File: src/rtl/reg_scoreboard.sv
// Decode-stage issue controller: per-register outstanding-write counters, RAW/overflow
// stall, and a drain handshake. Optional macro WB_BYPASS_EN lets a same-cycle final retire clear hazards.
module reg_scoreboard #(
    parameter int N_REGS  = 8,
    parameter int REG_AW  = 3,
    parameter int CNT_W   = 2,
    parameter int STALL_W = 16
) (
    input  logic               clk,
    input  logic               rst,
    input  logic               id_valid,
    input  logic [REG_AW-1:0]  id_rs1,
    input  logic               id_rs1_used,
    input  logic [REG_AW-1:0]  id_rs2,
    input  logic               id_rs2_used,
    input  logic [REG_AW-1:0]  id_rd,
    input  logic               id_reg_write,
    input  logic               wb_valid,
    input  logic [REG_AW-1:0]  wb_rd,
    input  logic               wb_reg_write,
    input  logic               drain_req,
    output logic               id_stall,
    output logic               id_issue,
    output logic               drain_ack,
    output logic               busy,
    output logic [STALL_W-1:0] stall_count,
    output logic               underflow_err
);

    typedef enum logic [1:0] {
        ST_RUN,
        ST_DRAIN,
        ST_DONE
    } state_e;

    localparam logic [CNT_W-1:0]   CNT_MAX   = '1;
    localparam logic [CNT_W-1:0]   CNT_ONE   = CNT_W'(1);
    localparam logic [STALL_W-1:0] STALL_MAX = '1;

    state_e             state_q, state_d;
    logic [CNT_W-1:0]   cnt_q [N_REGS];
    logic [CNT_W-1:0]   cnt_d [N_REGS];
    logic               drain_ack_q, drain_ack_d;
    logic               busy_q, busy_d;
    logic [STALL_W-1:0] stall_count_q, stall_count_d;
    logic               underflow_err_q, underflow_err_d;

    logic               wb_retire;
    logic [N_REGS-1:0]  inc_vec;
    logic [N_REGS-1:0]  dec_vec;
    logic [N_REGS-1:0]  nonzero_q;
    logic [N_REGS-1:0]  nonzero_d;
    logic [CNT_W-1:0]   rs1_cnt, rs2_cnt, rd_cnt;
    logic               rs1_pending, rs2_pending;
    logic               hazard, overflow;
    logic               drain_clear;

    assign wb_retire = wb_valid & wb_reg_write;

    // NOTE: combinational blocks use blocking '=' and give every output a default
    // first, so no path leaves a signal unassigned and no latch is inferred.
    always_comb begin
        rs1_cnt = cnt_q[id_rs1];
        rs2_cnt = cnt_q[id_rs2];
        rd_cnt  = cnt_q[id_rd];
`ifdef WB_BYPASS_EN
        // Register file is write-before-read, so the retiring value is visible this cycle.
        rs1_pending = (rs1_cnt != '0) &&
                      !((rs1_cnt == CNT_ONE) && wb_retire && (wb_rd == id_rs1));
        rs2_pending = (rs2_cnt != '0) &&
                      !((rs2_cnt == CNT_ONE) && wb_retire && (wb_rd == id_rs2));
`else
        rs1_pending = (rs1_cnt != '0);
        rs2_pending = (rs2_cnt != '0);
`endif
        hazard   = (id_rs1_used & rs1_pending) | (id_rs2_used & rs2_pending);
        overflow = id_reg_write && (rd_cnt == CNT_MAX) && !(wb_retire && (wb_rd == id_rd));
        id_stall = id_valid & (hazard | overflow | (state_q != ST_RUN));
        id_issue = id_valid & ~id_stall;
    end

    always_comb begin
        inc_vec         = '0;
        dec_vec         = '0;
        nonzero_q       = '0;
        nonzero_d       = '0;
        underflow_err_d = underflow_err_q;
        for (int r = 0; r < N_REGS; r++) begin
            inc_vec[r]   = id_issue & id_reg_write & (id_rd == REG_AW'(r));
            dec_vec[r]   = wb_retire & (wb_rd == REG_AW'(r));
            nonzero_q[r] = (cnt_q[r] != '0);
            cnt_d[r]     = cnt_q[r];
            if (inc_vec[r] && !dec_vec[r]) begin
                cnt_d[r] = cnt_q[r] + CNT_ONE;
            end else if (dec_vec[r] && !inc_vec[r]) begin
                // A retire with nothing outstanding is an error; the count stays at zero.
                if (cnt_q[r] == '0) begin
                    underflow_err_d = 1'b1;
                end else begin
                    cnt_d[r] = cnt_q[r] - CNT_ONE;
                end
            end else if (dec_vec[r] && (cnt_q[r] == '0)) begin
                underflow_err_d = 1'b1;
            end
            nonzero_d[r] = (cnt_d[r] != '0);
        end
    end

`ifdef WB_BYPASS_EN
    assign drain_clear = ~|nonzero_d;
`else
    assign drain_clear = ~|nonzero_q;
`endif

    always_comb begin
        state_d = state_q;
        unique case (state_q)
            ST_RUN: begin
                if (drain_req) state_d = ST_DRAIN;
            end
            ST_DRAIN: begin
                if (!drain_req)       state_d = ST_RUN;
                else if (drain_clear) state_d = ST_DONE;
            end
            ST_DONE: begin
                if (!drain_req) state_d = ST_RUN;
            end
            default: state_d = ST_RUN;
        endcase

        drain_ack_d   = (state_d == ST_DONE);
        busy_d        = |nonzero_q;
        stall_count_d = stall_count_q;
        if (id_stall && (stall_count_q != STALL_MAX)) begin
            stall_count_d = stall_count_q + STALL_W'(1);
        end
    end

    // NOTE: sequential state uses non-blocking '<=' so every flop samples the
    // pre-edge values regardless of statement order.
    always_ff @(posedge clk) begin
        if (rst) begin
            state_q         <= ST_RUN;
            drain_ack_q     <= 1'b0;
            busy_q          <= 1'b0;
            stall_count_q   <= '0;
            underflow_err_q <= 1'b0;
            // NOTE: the counter array is small and must restart at zero, so it is
            // reset explicitly rather than left to power-up contents like a RAM.
            for (int r = 0; r < N_REGS; r++) begin
                cnt_q[r] <= '0;
            end
        end else begin
            state_q         <= state_d;
            drain_ack_q     <= drain_ack_d;
            busy_q          <= busy_d;
            stall_count_q   <= stall_count_d;
            underflow_err_q <= underflow_err_d;
            for (int r = 0; r < N_REGS; r++) begin
                cnt_q[r] <= cnt_d[r];
            end
        end
    end

    assign drain_ack     = drain_ack_q;
    assign busy          = busy_q;
    assign stall_count   = stall_count_q;
    assign underflow_err = underflow_err_q;

endmodule
File: config.mk
export PLATFORM = sky130hd
export DESIGN_NAME = reg_scoreboard
export DESIGN_NICKNAME = d
export VERILOG_FILES = /design/src/rtl/reg_scoreboard.sv
export SDC_FILE = /design/constraint.sdc
export NUM_CORES = 1
export LEC_CHECK = 0
export ABC_AREA = 1
export CELL_PAD_IN_SITES_DETAIL_PLACEMENT = 0
export CELL_PAD_IN_SITES_GLOBAL_PLACEMENT = 1
export CORE_MARGIN = 2
export CORE_UTILIZATION = 38
export CTS_CLUSTER_DIAMETER = 80
export DETAILED_ROUTE_END_ITERATION = 6
export PLACE_DENSITY_LB_ADDON = 0.25
export SLEW_MARGIN = 20
export SYNTH_ARGS = -nofsm -noshare
export SYNTH_HDL_FRONTEND = slang
export SYNTH_SLANG_ARGS = --single-unit
File: constraint.sdc
create_clock -name clk -period 3.5 [get_ports clk]
set_input_delay 0.875 -clock clk [delete_from_list [all_inputs] [get_ports clk]]
set_output_delay 0.875 -clock clk [all_outputs]
set_load 0.1 [all_outputs]
# ---- Yosys cells after proc, flatten, opt, wreduce, memory -nomap -nowiden
# Memory sizes are Yosys's and may differ from the RTL's.
# Index checks and enable logic that the tools add are counted.
dict set report classes {
  eq_ne 20
  add_sub_neg 17
  n_bitwise 34
  mux 72
  reduce_logical 68
}
# cell count
set op_table {}
lappend op_table {{$mux 2} 36}
lappend op_table {{$mux 1} 35}
lappend op_table {{$logic_and 1x1->1} 28}
lappend op_table {{$eq 3x3->1 const B} 8}
lappend op_table {{$and 1x1->1} 22}
lappend op_table {{$reduce_bool 2->1} 11}
lappend op_table {{$logic_not 2->1} 9}
lappend op_table {{$logic_not 1->1} 17}
lappend op_table {{$add 16x1->16 const B} 1}
lappend op_table {{$add 2x1->2 const B} 8}
lappend op_table {{$ne 16x16->1 const B} 1}
lappend op_table {{$sub 2x1->2 const B} 8}
lappend op_table {{$eq 3x2->1 const B} 4}
lappend op_table {{$or 1x1->1} 11}
lappend op_table {{$reduce_or 8->1} 1}
lappend op_table {{$eq 2x2->1 const B} 3}
lappend op_table {{$eq 3x1->1 const B} 2}
lappend op_table {{$logic_not 3->1} 2}
lappend op_table {{$pmux 2 s3} 1}
lappend op_table {{$eq 3x3->1} 1}
lappend op_table {{$eq 2x1->1 const B} 1}
lappend op_table {{$not 1->1} 1}
dict set report word_totals {
  wordCells 217
  inputBits 21
  out_inout_bits 21
  n_memories 1
  register_bits 21
  ramBits 16
}
# memory words width rd rd_ports_with_merged_regs wr line_no
set mem_list {}
lappend mem_list {cnt_q 8 2 11 0 8 41} ;# logic [CNT_W-1:0] cnt_q [N_REGS];

# ---- Longest topological paths before layout
dict set report depth {
  depth_word 36
  depth_mapped 20
  mapped_depth_nobuf 19
}

# ---- Least setup slack after synthesis
# Ideal clock, no wire load.
dict set report synth_timing {
  path_kind {input to register}
  from {in id_rd[0]}
  to {mem cnt_q[4][1]}
  n_path_buf 2
  setup_slack_ns -0.555
  setup_ns 0.130
  arrival_time_ns 3.926
  cell_stages 18
  required_time_ns 3.370
  path_cell_list {buf_6 -> buf_6 -> nand2_1 -> o21ai_0 -> nand2_1 -> nand2_1 -> nand2_1 -> nand2_1 -> nand3_2 -> nand4_4 -> nor2_1 -> nand2_1 -> nor2_1 -> ha_1 -> inv_1 -> nand3_1 -> a211oi_1 -> a211oi_1}
}
# element line_no
set synth_rtl {}
lappend synth_rtl {{start, declared} 16} ;# input logic [REG_AW-1:0] id_rd,
lappend synth_rtl {{end, declared} 41}

# ---- Final worst setup path
dict set report layout_timing {
  from {in id_rs2[0]}
  to {out id_stall}
}
dict set report layout_via {
  elab_chain_cells 7
}
# element line_no
set layout_rtl {}
lappend layout_rtl {{start, declared} 14} ;# input logic [REG_AW-1:0] id_rs2,
lappend layout_rtl {{$mem_v2 8x2} n/a}
lappend layout_rtl {{$reduce_bool 2->1} 74} ;# rs2_pending = (rs2_cnt != '0);
lappend layout_rtl {{$and 1x1->1} 76} ;# hazard = (id_rs1_used & rs1_pending) | (id_rs2_used & rs2_pending);
lappend layout_rtl {{$or 1x1->1} 76}
lappend layout_rtl {{$or 1x1->1 (2 in a row)} 78} ;# id_stall = id_valid & (hazard | overflow | (state_q != ST_RUN));
lappend layout_rtl {{$and 1x1->1} 78}
lappend layout_rtl {{end, declared} 22} ;# output logic id_stall,
# Every way passes these cells.

==> flow_summary.ini <==
[outcome]
outcome = finished, final reports clean

[final_layout]
diodes = 0
utilization = 0.489
fin_nets = 552
drive_gt1_frac = 0.130
synthToLayoutAreaGrowth_pct = 23.0

[global_route]
gr-total-overflow = 0
grt_pass1_wl_microns = 13200
first_global_vias = 2640
grt_usage = 0.197
grt_max_degree = 26
antenna_found_initial = 0

[routing]
finalWirelength_microns = 8030
dr.pass1.iters = 4
drtIter0Drc = 195
drc = 0
vias = 3021
wire_per_inst_microns = 13.1
vias_per_cell = 4.92
postRouteAntennaNets = 0

[yosys]
synth_edf_count = 0
synth_top_cell_by_area = dfxtp_1
avgSynthCellArea_sq_um = 6.30
synth.area.top_cells = dfxtp_1, nand2_1, inv_1
netlist_area_sq_um = 2920
synth-async-reset-ratio = 0
syn_inst = 463
synth.most_common_cell = nand2_1
synth-seq-area-share = 0.254
synth_top_area_share = 0.254
ys_warn_count = 0
ys.flop_type = dfxtp_1
ys_types = 35
netlist_top_cells_count = nand2_1, inv_1, nor2_1
syn-num-nets = 501
yosys_register_bits = 37

[critical_path]
timing.rr.start = cnt_q[1][0]
r2r_cells = 15
cp-endpoint = id_stall
worstSetupPathType = in2out
crit_cells = 10
crit_fanout = 5
cpLargestDelayFamily = buffers and inverters
rr_endpoint = cnt_q[7][1]
slowest_delay_ns = 0.54
endpoint_kind = output port
setup.worst_path.start = id_rs2[0]
rrSetupSlack_ns = 0.86
cp_cell_sequence = clkdlybuf4s50_1 > inv_1 > nand2_1 > nand3_1 > nand3_1 > nand3_2 > nand2_1 > nor2_1 > nor2_2 > buf_12
crit_required_ns = 2.62
start_kind = primary input
worstPathArrival_ns = 2.49
crit_buf_inv = 3
worst_path_max_delay_cell = clkdlybuf4s50_1

[cts]
cts_sinks = 37
clk_pin_slew_ns = 0.08
cts-root-buf = clkbuf_8
cts_tree = built
cts_hold_buf = 0
postCtsSetupRepairBufs = 0
cts.htree.levels = 2
insertion_delay_ns = 0.30
cts-buffers-inserted = 5
cts_buffer_depth = 2

[die]
rows = 31
die_y_microns = 91.6
die_area_sq_um = 8390
initial_utilization = 0.398
core_region_area_sq_um = 7330
die_x_microns = 91.6
ios = 42

[timing]
post-route-period-util = 0.962
drv_slew = 0
whs_ns = 0.495
worstMarginPinSlew_ns = 0.483
setup_violations = 0
finalHoldViolations = 0
fin_skew_ns = 0.00282
fmax_mhz = 297
rsz0062_at_grt = no
period_minus_slack_ns = 3.37
max-slew-margin-rel = 0.677

[power]
power_mw = 1.01
pwr_density_cell_nw_per_um2 = 283
vdd_drop_max_v = 0.000170
p_leak_nw = 1.69

[placement]
post-dp-hpwl_microns = 6240
portBuffers = 41
place_congestion = 0.847

[flow_run]
cap_viol_max_count = 0

[hold_path]
hp-class = reg2reg
==> repair_timing <==
action,in CTS,in global routing
resized for setup,0,7
endpoints found under the setup margin,0,2
hold endpoints to repair,0,0
==> cell type report <==
| type | count | area (sq um) |
|---|---|---|
| Clock buffer | 7 | 96.3 |
| Clock inverter | 1 | 8.76 |
| Fill cell | 766 | 3750 |
| Inverter | 73 | 274 |
| Multi-Input combinational cell | 341 | 1840 |
| Sequential cell | 37 | 741 |
| Tap cell | 99 | 124 |
| Timing Repair Buffer | 56 | 499 |
==> per-stage QoR <==
| stage | cells | worst slack, ns | TNS [ns] | cell area (sq um) |
|---|---|---|---|---|
| after detailed placement | 605 | -0.0264 | -0.0264 | 3450 |
| final | 614 | 0.134 | 0 | 3580 |
| after floorplan | 463 | -0.0558 | -0.0558 | 2920 |
| after global routing | 614 | 0.00639 | 0 | 3580 |
| after global placement | 605 | 0.0396 | 0 | 3450 |
| after CTS | 613 | 0.0332 | 0 | 3560 |
==> worst reg2reg max path, delay by kind of cell (launching register included) <==
| family | cells | cell delay (ns) |
|---|---|---|
| buffers and inverters | 2 | 0.18 |
| adder cells (fa/ha/maj) | 1 | 0.29 |
| AO/OA/AOI/OAI | 2 | 0.30 |
| AND/OR/NAND/NOR | 10 | 1.38 |
| flip-flops | 1 | 0.37 |
==> metal layers <==
metal / routed length, microns / global-route usage / part of all wire
met5: 0 / 0 / 0
met4: 77 / 0.0530 / 0.0096
met3: 352 / 0.0307 / 0.044
met2: 3540 / 0.294 / 0.44
met1: 4060 / 0.291 / 0.51
==> flip-flops by register name (all words and copies together) (netlist names) <==
name           cells
cnt_q             16
busy               1
underflow_err      1
drain_ack          1
state_q            2
stall_count       16
==> how the worst min path moves through the flow <==
stage	slack [ns]	depth (start not counted)	to	startpoint
finish	0.49	2	stall_count[15]	stall_count[15]
floorplan	0.46	1	drain_ack	state_q[0]
global route	0.52	2	stall_count[15]	stall_count[15]
global placement	0.47	2	stall_count[15]	stall_count[15]
detailed placement	0.48	2	stall_count[15]	stall_count[15]
CTS	0.49	2	stall_count[15]	stall_count[15]
==> cells in the final DEF, fill, tap and decap left out, types with 3 or more instances in the layout <==
cell and instances:
a211oi_1 15, a21oi_1 12, a21oi_2 9, buf_4 32, clkbuf_8 7, clkdlybuf4s50_1 19
dfxtp_1 37, ha_1 17, inv_1 70, nand2_1 127, nand3_1 37, nand3_2 3
nand4_1 17, nor2_1 55, nor2_2 3, nor3_1 10, o21ai_0 8, xor2_1 11
==> where the power goes <==
part	internal [mW]	total [mW]	switching, mW
sequential	0.427	0.433	0.00672
clock	0.182	0.359	0.177
combinational	0.0748	0.223	0.148
==> kinds of logic (layout without fill, tap and decap cells) <==
kind of cell             Yosys count  after routing  synth area share
AND/OR/NAND/NOR                  261            261             0.400
AO/OA/AOI/OAI                     49             49             0.110
adder cells (fa/ha/maj)           18             18            0.0764
XOR/XNOR                          13             13            0.0391
buffers and inverters             85            137             0.121
flip-flops                        37             37             0.254
Note: power is estimated with default switching activity, not from simulation.
==> variant 1 (same flow settings) <==
The parameter `N_REGS` goes from 8 to 16.
--- a/src/rtl/reg_scoreboard.sv
+++ b/src/rtl/reg_scoreboard.sv
@@ -1,7 +1,7 @@
 // Decode-stage issue controller: per-register outstanding-write counters, RAW/overflow
 // stall, and a drain handshake. Optional macro WB_BYPASS_EN lets a same-cycle final retire clear hazards.
 module reg_scoreboard #(
-    parameter int N_REGS  = 8,
+    parameter int N_REGS  = 16,
     parameter int REG_AW  = 3,
     parameter int CNT_W   = 2,
     parameter int STALL_W = 16
Formal check against the unedited RTL: no difference found for any inputs over 4 cycles, from zero or initial values and one cycle with rst high; that may be too few to reach the edited logic, so the function may still have changed.
==> variant 1 against the unedited design <==
  * Area after synthesis grew 22%
  * Combinational power rose by 6%
  * Utilization shrank 1.1 points
  * Worst setup slack worse by 0.031 ns
  * Sequential cell count rose by 16
  * Total power increased by 22%
  * Wire length is 23% higher
  * Sequential share of layout area increased by 3.6 points
  * Clock skew grew 0.0088 ns
  * Cell area increased by 22%
  * Largest power group unchanged
==> variant 1: results (changes against the unedited design) <==
Register area share after synthesis = 0.298 (was 0.254)
WL met3 = 301 um (was 352 um)
Multi-In Gates = 390 (was 341)
Reg area = 1060 um2 (was 741 um2)
VDD IR max = 168 uV (was 170 uV)
Clock-cell share = 0.0215 (was 0.0293)
Multi-input logic area = 2140 um2 (was 1840 um2)
Routed length on met1 = 4.80 mm (was 4.06 mm)
Met2 Use GR = 0.352 (was 0.294)
Clk slew on worst S/H paths = 0.11 ns (was 0.08 ns)
Hold Path End = cnt_q[8][1] (was stall_count[15])
Top post-synthesis cells by count = nand2_1 (127), inv_1 (80), dfxtp_1 (53) (was nand2_1 (127), inv_1 (71), nor2_1 (57))
Critical path peak fanout = 8 (was 5)
Number of non-clock inverters = 83 (was 73)
Mux share of post-synthesis cell area = 0.00281 (was 0)
FF-to-FF End = underflow_err (was cnt_q[7][1])
Signal buffers = 72 (was 56)
Reg2Reg Setup Slack = 0.77 ns (was 0.86 ns)
Mapped Cells = 538 (was 463)
Layout Cells excl Fill = 717 (was 614)
Post-synthesis adder-cell area fraction = 0.0598 (was 0.0764)
Hold_sp = cnt_q[8][1] (was stall_count[15])
Layout fillers = 971 (was 766)
Post-synth ARST share = 0 (unchanged)
Slowest stage delay, CP = 0.52 ns (was 0.54 ns)
Met2 Wirelength = 4.69 mm (was 3.54 mm)
Synth top area cells = dfxtp_1 (30%), nand2_1 (13%), inv_1 (8.4%) (was dfxtp_1 (25%), nand2_1 (16%), inv_1 (9.1%))
Largest net degree at the start of global routing = 27 (was 26)
Reg2reg path depth = 16 (was 15)
Post-CTS Setup Bufs = 0 (unchanged)
Crit path DAT = 2.52 ns (was 2.49 ns)
Lkg Pwr = 0.00195 uW (was 0.00169 uW)
CP startpoint = id_rd[1] (was id_rs2[0])
Worst skew pair latency = 0.33 ns (was 0.30 ns)
Vias in the first global route = 3,359 (was 2,640)
Reg2reg start = cnt_q[6][0] (was cnt_q[1][0])
Met3 Usage GRT = 0.0257 (was 0.0307)
First-pass GRT wire length = 16.5 mm (was 13.2 mm)
Routability cong. = 0.868 (was 0.847)
Worst Max-Slew Pin Slew = 0.678 ns (was 0.483 ns)
Wirelength per Cell = 13.8 um (was 13.1 um)
Outcome = finished, final reports clean (unchanged)
Layout cell share with drive strength beyond 1 = 0.135 (was 0.130)
Synth cell types = 36 (was 35)
Met1 GRT Util = 0.273 (was 0.291)
Seq_cells = 53 (was 37)
## variant 1: changes by cell type in the layout (fill, tap and decap cells not counted), moves of 8 or more
| cell | change |
|---|---|
| inv_1 | +9 |
| dfxtp_1 | +16 |
| nand3_1 | -11 |
| a21oi_2 | -8 |
| a21oi_1 | +36 |
| buf_4 | +16 |
## variant 1: stage by stage
| step | worst slack [ns] | instance area [um2] | total power [uW] | hold slack [ns] |
|---|---|---|---|---|
| floorplan | -0.0571 | 3560 | 777 | 0.444 |
| global placement | 0.0260 | 4230 | 860 | 0.460 |
| detailed placement | -0.0107 | 4230 | 862 | 0.468 |
| CTS | 0.00584 | 4330 | 1250 | 0.488 |
| global route | 0.0193 | 4370 | 1300 | 0.513 |
| finish | 0.103 | 4370 | 1240 | 0.482 |
## variant 1: where the power goes
part | switching, uW | leakage [uW] | internal [uW] | total [uW]
Combinational | 155 | 0.00147 | 82.5 | 237
Clock | 242 | 0.0000447 | 145 | 387
Sequential | 5.76 | 0.000428 | 609 | 615
==> variant 2 (same settings) <==
Without the edit above. The 3 states of `state_e` get a one-hot encoding in 3 bits.
--- a/src/rtl/reg_scoreboard.sv
+++ b/src/rtl/reg_scoreboard.sv
@@ -27,10 +27,10 @@
     output logic               underflow_err
 );
 
-    typedef enum logic [1:0] {
-        ST_RUN,
-        ST_DRAIN,
-        ST_DONE
+    typedef enum logic [2:0] {
+        ST_RUN   = 3'b001,
+        ST_DRAIN = 3'b010,
+        ST_DONE  = 3'b100
     } state_e;
 
     localparam logic [CNT_W-1:0]   CNT_MAX   = '1;
Function: same outputs for any inputs over 4 cycles, from zero or initial values and one cycle with rst high; so few cycles prove little.
==> variant 2 against the unedited design <==
  * Cell area increased by 5.6%
  * Total power is 3.2% higher
  * Critical endpoint unchanged
  * Combinational power increased by 11%
  * Sequential cell count increased by 1
  * Count of clock-buffer cells in the layout grew 1
  * Sequential power is 3% higher
  * Synthesized cell count is 1.1% higher
  * Wire length grew 4.3%
  * Die area rose by 4.0%
  * Area after synthesis increased by 4.2%
  * Register-to-register slack worse by 0.08 ns
  * Worst setup slack better by 0.0062 ns
==> variant 2: results (changes against the unedited design) <==
Outcome = finished, final reports clean (unchanged)
Clock buffer depth = 2 (unchanged)
Synth warn = 0 (unchanged)
WL met3 = 302 um (was 352 um)
Top Metal Used = met4 (unchanged)
First-pass GRT wire length = 14.2 mm (was 13.2 mm)
Total GRT Usage = 0.203 (was 0.197)
Worst clock skew = 0.0138 ns (was 0.00282 ns)
Vias in the first global route = 3,049 (was 2,640)
Layout Cells excl Fill = 640 (was 614)
Mapped Cells = 468 (was 463)
VDD IR max = 135 uV (was 170 uV)
DP HPWL = 6.66 mm (was 6.24 mm)
Post-CTS Setup Bufs = 0 (unchanged)
Routed vias/inst = 4.87 (was 4.92)
Syn_nets = 506 (was 501)
Critical path peak fanout = 4 (was 5)
Largest net degree at the start of global routing = 32 (was 26)
Slew HR = 0.596 (was 0.677)
Routability cong. = 0.839 (was 0.847)
Drt first pass iters = 4 (unchanged)
Clock root cell = clkbuf_8 (unchanged)
ANT cells = 0 (unchanged)
Cell Area, Placed = 3660 um2 (was 3450 um2)
Register area share after synthesis = 0.250 (was 0.254)
Final net count = 575 (was 552)
Synth cell types = 38 (was 35)
Iter 0 DRT Violations = 140 (was 195)
Worst slack, placed = -0.0585 ns (was -0.0264 ns)
Layout fillers = 814 (was 766)
Slowest stage delay, CP = 0.52 ns (was 0.54 ns)
Number of port buffers = 41 (unchanged)
Synth top area cells = dfxtp_1 (25%), nand2_1 (14%), inv_1 (8.3%) (was dfxtp_1 (25%), nand2_1 (16%), inv_1 (9.1%))
Layout cell share with drive strength beyond 1 = 0.156 (was 0.130)
H-tree Lvls = 2 (unchanged)
Worst Hold Class = register to register (unchanged)
Num CTS Buffers = 5 (unchanged)
Crit path DAT = 2.48 ns
Critical-path top delay cell = clkdlybuf4s50_1 (unchanged)
Initial antenna violation count = 0 (unchanged)
Clk slew on worst S/H paths = 0.08 ns (about the same)
Post-Route WL = 8.37 mm (was 8.03 mm)
Main synth FF type = dfxtp_1 (unchanged)
Met2 Wirelength = 3.92 mm (was 3.54 mm)
Routed length on met1 = 4.12 mm (was 4.06 mm)
Worst skew pair latency = 0.29 ns
Cells after DPL = 632 (was 605)
Post-synth ARST share = 0 (unchanged)
Post_cts resized = 1 (was 0)
Top post-synthesis cells by count = nand2_1 (112), inv_1 (67), nor2_1 (64) (was nand2_1 (127), inv_1 (71), nor2_1 (57))
Lkg Pwr = 0.00174 uW (was 0.00169 uW)
## variant 2: final cells by class
| cell class | instances | area, um2 | share of cell area |
|---|---|---|---|
| multi-input combinational | 349 | 1880 | 0.497 |
| sequential | 38 | 761 | 0.201 |
| timing repair buffer | 74 | 647 | 0.171 |
| inverter | 69 | 259 | 0.0684 |
| tap | 102 | 128 | 0.0337 |
| clock buffer | 8 | 110 | 0.0291 |
## variant 2: final timing paths
check                                     from              to  slack (ns)  depth (start not counted)
worst max-delay path                  wb_rd[1]        id_stall        0.14                         11
worst min-delay path            stall_count[3]  stall_count[3]        0.50                          2
worst max register to register     cnt_q[0][0]     cnt_q[1][1]        0.78                         14
worst min register to register  stall_count[3]  stall_count[3]        0.50                          2
## variant 2: routing by layer
metal / vias up / global-route usage
li1: 1665 / -
met1: 1397 / 0.282
met2: 51 / 0.339
met3: 2 / 0.0298
met4: 0 / 0.0294
met5: - / 0
## variant 2: kinds of logic (layout without fill, tap and decap cells)
logic type	after synthesis	in the layout	synth area share
AOI/OAI and AO/OA	51	51	0.102
and+or+nand+nor	268	268	0.409
adders and majority gates	18	18	0.0733
xor gates and xnor gates	12	12	0.0346
buffers and inverters	81	151	0.130
DFF	38	38	0.250
## variant 2: critical path, delay by kind of cell
family | cells | cell delay (ns)
AOI/OAI and AO/OA | 1 | 0.08
buffers and inverters | 4 | 0.94
and+or+nand+nor | 6 | 0.57
## variant 2: through the flow
step / utilization / TNS [ns] / hold WS (ns)
after floorplan: - / 0 / 0.469
after global placement: 0.474 / -0.00118 / 0.484
after detailed placement: 0.474 / -0.176 / 0.488
after CTS: 0.488 / 0 / 0.501
after global routing: 0.490 / 0 / 0.521
final: 0.490 / 0 / 0.496
## variant 2: power by group
part / internal, uW / switching [uW]
registers: 440 / 6.35
clock network: 199 / 154
logic: 87.6 / 161
